$ cat config.mk
export PLATFORM = sky130hd
export DESIGN_NAME = ror_arbiter
export DESIGN_NICKNAME = d
export VERILOG_FILES = /design/src/rtl/ror_pkg.sv /design/src/rtl/ror_5bit.sv /design/src/rtl/ror_arbiter.sv
export SDC_FILE = /design/constraint.sdc
export NUM_CORES = 1
export LEC_CHECK = 0
export CORE_ASPECT_RATIO = 1.25
export CORE_MARGIN = 1
export CORE_UTILIZATION = 38
export DETAILED_ROUTE_END_ITERATION = 6
export GPL_TIMING_DRIVEN = 0
export PLACE_DENSITY = 0.67
export RECOVER_POWER = 25
export SYNTH_ARGS = -nofsm -noshare
export SYNTH_HDL_FRONTEND = slang
export SYNTH_SLANG_ARGS = --single-unit
$ cat constraint.sdc
create_clock -name clk -period 2.1 [get_ports clk]
set_clock_uncertainty 0.15 [all_clocks]
set_input_delay 0.63 -clock clk [delete_from_list [all_inputs] [get_ports clk]]
set_output_delay 0.63 -clock clk [all_outputs]
set_load 0.02 [all_outputs]
$ cat src/rtl/ror_pkg.sv
// Shared definitions for the rotate-right arbiter: datapath widths,
// FSM state encoding and the rotate-amount reduction.
package ror_pkg;

    localparam int unsigned OP_W    = 5;
    localparam int unsigned SH_W    = 3;
    localparam int unsigned ROT_MOD = 5;

    typedef enum logic [1:0] {
        IDLE = 2'd0,
        EXEC = 2'd1,
        RESP = 2'd2
    } state_t;

    // Rotating a 5-bit operand by 5 is the identity, so 5..7 fold onto 0..2.
    function automatic logic [SH_W-1:0] mod_amt(input logic [SH_W-1:0] sh);
        return (sh >= SH_W'(ROT_MOD)) ? sh - SH_W'(ROT_MOD) : sh;
    endfunction

endpackage

$ cat src/rtl/ror_5bit.sv
// 5-bit rotate-right unit; amount is expected already reduced to 0..4.
module ror_5bit
    import ror_pkg::*;
(
    input  logic [OP_W-1:0] a,
    input  logic [SH_W-1:0] sh,
    output logic [OP_W-1:0] z
);

    assign z = OP_W'({a, a} >> sh);

endmodule

$ cat src/rtl/ror_arbiter.sv
// Two-requester arbiter in front of one shared rotate-right unit, with
// a single operation in flight and per-requester saturating grant counts.
module ror_arbiter
    import ror_pkg::*;
#(
    parameter int unsigned FAIR  = 1,
    parameter int unsigned CNT_W = 8
) (
    input  logic             clk,
    input  logic             rst_n,
    input  logic             req0_valid,
    input  logic [OP_W-1:0]  req0_a,
    input  logic [SH_W-1:0]  req0_sh,
    output logic             req0_ready,
    input  logic             req1_valid,
    input  logic [OP_W-1:0]  req1_a,
    input  logic [SH_W-1:0]  req1_sh,
    output logic             req1_ready,
    output logic             rsp_valid,
    input  logic             rsp_ready,
    output logic             rsp_id,
    output logic [OP_W-1:0]  rsp_z,
    output logic             rsp_cf,
    output logic             rsp_sf,
    output logic             rsp_zf,
    output logic [CNT_W-1:0] gnt_cnt0,
    output logic [CNT_W-1:0] gnt_cnt1
);

    state_t           state, state_nx;
    logic             ptr;
    logic             gnt_id;
    logic             accept;
    logic             id_q;
    logic [OP_W-1:0]  a_q;
    logic [SH_W-1:0]  sh_q;
    logic [SH_W-1:0]  amt;
    logic [OP_W-1:0]  rot_z;
    logic [OP_W-1:0]  z_q;
    logic             cf_q, sf_q, zf_q;
    logic [CNT_W-1:0] cnt0, cnt1;

    always_comb begin
        gnt_id = 1'b0;
        if (req0_valid && req1_valid) begin
            gnt_id = (FAIR != 0) ? ptr : 1'b0;
        end else begin
            gnt_id = req1_valid;
        end
    end

    // Readys are gated by rst_n so every output is quiet while reset is held.
    always_comb begin
        state_nx = state;
        accept   = 1'b0;
        unique case (state)
            IDLE: begin
                if (rst_n && (req0_valid || req1_valid)) begin
                    accept   = 1'b1;
                    state_nx = EXEC;
                end
            end
            EXEC: state_nx = RESP;
            RESP: begin
                if (rsp_ready) begin
                    state_nx = IDLE;
                end
            end
            default: state_nx = IDLE;
        endcase
        req0_ready = accept & ~gnt_id;
        req1_ready = accept & gnt_id;
    end

    always_ff @(posedge clk or negedge rst_n) begin
        if (!rst_n) begin
            state <= IDLE;
        end else begin
            state <= state_nx;
        end
    end

    assign amt = mod_amt(sh_q);

    ror_5bit u_ror (
        .a  (a_q),
        .sh (amt),
        .z  (rot_z)
    );

    always_ff @(posedge clk or negedge rst_n) begin
        if (!rst_n) begin
            ptr  <= 1'b0;
            id_q <= 1'b0;
            a_q  <= '0;
            sh_q <= '0;
            z_q  <= '0;
            cf_q <= 1'b0;
            sf_q <= 1'b0;
            zf_q <= 1'b0;
            cnt0 <= '0;
            cnt1 <= '0;
        end else begin
            if (accept) begin
                id_q <= gnt_id;
                a_q  <= gnt_id ? req1_a : req0_a;
                sh_q <= gnt_id ? req1_sh : req0_sh;
                if (FAIR != 0) begin
                    ptr <= ~gnt_id;
                end
                if (!gnt_id && cnt0 != '1) begin
                    cnt0 <= cnt0 + CNT_W'(1);
                end
                if (gnt_id && cnt1 != '1) begin
                    cnt1 <= cnt1 + CNT_W'(1);
                end
            end
            if (state == EXEC) begin
                z_q  <= rot_z;
                sf_q <= rot_z[OP_W-1];
                zf_q <= (rot_z == '0);
                cf_q <= (amt != '0) & rot_z[OP_W-1];
            end
        end
    end

    assign rsp_valid = (state == RESP);
    assign rsp_id    = rsp_valid & id_q;
    assign rsp_z     = rsp_valid ? z_q : '0;
    assign rsp_cf    = rsp_valid & cf_q;
    assign rsp_sf    = rsp_valid & sf_q;
    assign rsp_zf    = rsp_valid & zf_q;
    assign gnt_cnt0  = cnt0;
    assign gnt_cnt1  = cnt1;

endmodule

==> impl_metrics.json <==
{
  "status": "finished, violations left",
  "violations": "negative setup slack",
  "setup_viol": 12,
  "whs_ns": 0.308,
  "r2r_cells": 7,
  "area_growth_pct": 57.4,
  "postSynth.asyncResetShare_pct": 100,
  "synth_xor_area_share_pct": 5.93,
  "grt_util_all_layers_pct": 19.6,
  "synth_top_area_cell": "dfrtp_1",
  "post-route-period-util_pct": 111,
  "crit_path_start_kind": "register",
  "clk_pin_slew_ns": 0.07,
  "route.vias.total": 1755,
  "ir_drop_v": 0.000770,
  "final-max-slew-violation-count": 0,
  "drive_above_1_share_pct": 33.5,
  "clock_sinks": 35,
  "ys_top_cells_by_area": "dfrtp_1 46%, xnor2_1 4.6%, a222oi_1 4.2%",
  "hp-class": "in2async",
  "fillers": 370,
  "crit_arrival_ns": 2.41,
  "avgRoutedWirePerCell_um": 15.5,
  "cp_max_fo": 4,
  "synthAdderAreaFrac_pct": 2.61,
  "power_density_nw_per_um2": 1530,
  "first_iter_violations": 73,
  "ant_nets": 0,
  "synth.top_cell.area_share_pct": 45.6,
  "diodes": 0,
  "core_area_um2": 4800,
  "dieArea_um2": 5340,
  "cp_top_family": "compound AO/OA/AOI/OAI gates",
  "cts_buffer_depth": 2,
  "grt_pass1_vias": 1738,
  "num_io_pins": 49,
  "synth_common_cells": "35 x dfrtp_1, 15 x inv_1, 15 x nand2_1",
  "hold_violations": 0,
  "dp_hpwl_um": 3090,
  "slew_headroom_pct": 37.9,
  "synth_ff_type": "dfrtp_1",
  "yosysSeqAreaShare_pct": 45.6,
  "setup_ws_ns": -0.232,
  "port_buffers": 48,
  "drc": 0,
  "initial_core_util_pct": 40.0,
  "synth_seq_cells": 35,
  "cts_inserted_buffers": 5,
  "path_class": "reg2reg",
  "rrSetupSlack_ns": -0.23,
  "p_leak_nw": 1.46,
  "reg2reg_from": "sh_q[0]",
  "grt_overflow": 0,
  "place_ws_ns": -1.71,
  "core.rowCount": 28,
  "root_buffer": "clkbuf_8",
  "cp-end-kind": "register",
  "viasPerCell": 5.38,
  "synth-compound-area-share_pct": 15.7,
  "grt_pass1_wl_um": 7940,
  "cp_slowest_cell": "dfrtp_1",
  "synthSimpleGateAreaFrac_pct": 15.7,
  "grt_start_max_net_pins": 19,
  "worst_ep_required_time_ns": 2.18,
  "cts_tree": "done",
  "rsz0062_at_grt": "true",
  "fin_cells": 326,
  "timing.rr.end": "zf_q",
  "synth_top_family_by_area": "compound AO/OA/AOI/OAI gates",
  "period_needed_ns": 2.33,
  "dp_cells": 300,
  "first_pass_iters": 4,
  "post-route-util_pct": 62.9,
  "place_congestion": 0.787,
  "synthMuxAreaShare_pct": 8.47,
  "synth_most_common_cell": "dfrtp_1",
  "synth_cells": 192,
  "cap_violations": 0,
  "max_stage_delay_ns": 0.42,
  "antenna_found_initial": 0,
  "syn_area_um2": 1920,
  "postCtsHoldBufs": 0,
  "path_cells": "ha_4 > o21bai_4 > mux2_4 > mux2i_4 > a32oi_2 > a2111oi_4 > a32o_2",
  "fmax_ghz": 0.429,
  "worstMarginPinSlew_ns": 0.932,
  "synth_edf_count": 0,
  "path_buf_inv": 0,
  "clock_latency_ns": 0.29,
  "nNetsFinal": 290,
  "die_h_um": 81.5,
  "cts-htree-levels": 2,
  "synth_fp_nets": 217,
  "drt_wl_total_um": 5060,
  "yosysWarnings": 0,
  "syn_area_per_cell_um2": 10.0,
  "fp.dieW_um": 65.6,
  "ys_types": 41
}
-- sequential cells by signal (all words and copies together), names as in the netlist --
name      flops
a_q           5
zf_q          1
sh_q          3
cf_q          1
z_q           5
state         2
gnt_cnt1      8
id_q          1
ptr           1
gnt_cnt0      8
-- worst max-delay path by stage --
stage / slack [ns] / cells past startpoint / start / end
after global routing: -0.29 / 7 / sh_q[0] / zf_q
after detailed placement: -1.71 / 6 / rst_n / req0_ready
final: -0.23 / 7 / sh_q[0] / zf_q
after CTS: -0.14 / 4 / state[0] / req0_ready
after floorplan: -0.11 / 4 / rst_n / req0_ready
after global placement: -2.68 / 6 / rst_n / req0_ready
-- what timing repair did --
item                                    CTS  global route
setup buffers                            12             8
pin swaps                                10            13
endpoints found under the setup margin   52            26
gates cloned                              1             0
gates resized for setup                 104            41
-- placed cells by master, fill, tap and decap left out, drive strengths merged, types with 3 or more instances in the layout --
master          n
dlygate4sd2    10
xor2            3
dlymetal6s2s    6
and3            5
clkdlybuf4s50  19
nand2          15
nand4           4
buf            35
nand3          10
a222oi          8
inv            15
ha              4
dfrtp          35
mux2            5
and2            7
clkbuf         13
xnor2          10
mux2i           9
nor2           12
o21ai           8
a211oi          3
o22ai           3
a21oi           8
-- power breakdown --
part	switching, mW	total [mW]	leakage [nW]	internal, mW
sequential	0.288	1.21	0.442	0.920
clock	0.234	0.534	0.0515	0.299
combinational	1.45	2.88	0.971	1.43
-- layer usage --
layer | routed length, µm | up-vias | GRT usage [%]
li1 | - | 837 | -
met1 | 2000 | 856 | 22.2
met2 | 2740 | 52 | 35.3
met3 | 220 | 10 | 4.17
met4 | 100 | 0 | 8.26
met5 | 0 | - | 0
-- per-stage QoR --
| stage | power [mW] | instance area [µm²] | TNS, ns |
|---|---|---|---|
| after floorplan | 2.65 | 1970 | -0.188 |
| after global placement | 3.24 | 2520 | -72.10 |
| after detailed placement | 3.25 | 2520 | -24.97 |
| after CTS | 4.09 | 2870 | -0.574 |
| after global routing | 4.91 | 3020 | -1.79 |
| final | 4.62 | 3020 | -0.908 |
-- logic make-up (layout without fill, tap and decap cells) --
kind of cell,Yosys count,count (layout)
and+or+nand+nor,61,61
DFF,35,35
AOI/OAI and AO/OA,41,41
buffers and inverters,24,98
muxes,14,14
xor gates and xnor gates,13,13
adders and majority gates,4,4
-- layout make-up --
| cell class | count | area [µm²] | share of cell area (%) |
|---|---|---|---|
| plain buffers | 7 | 75.1 | 2.49 |
| inverters | 15 | 63.8 | 2.11 |
| clock buffers | 8 | 100 | 3.31 |
| well taps | 60 | 75.1 | 2.49 |
| flip-flops and latches | 35 | 878 | 29.1 |
| multi-input cells | 133 | 1150 | 38.0 |
| repair buffers | 68 | 679 | 22.5 |
Power figures use the tool's default switching activity.
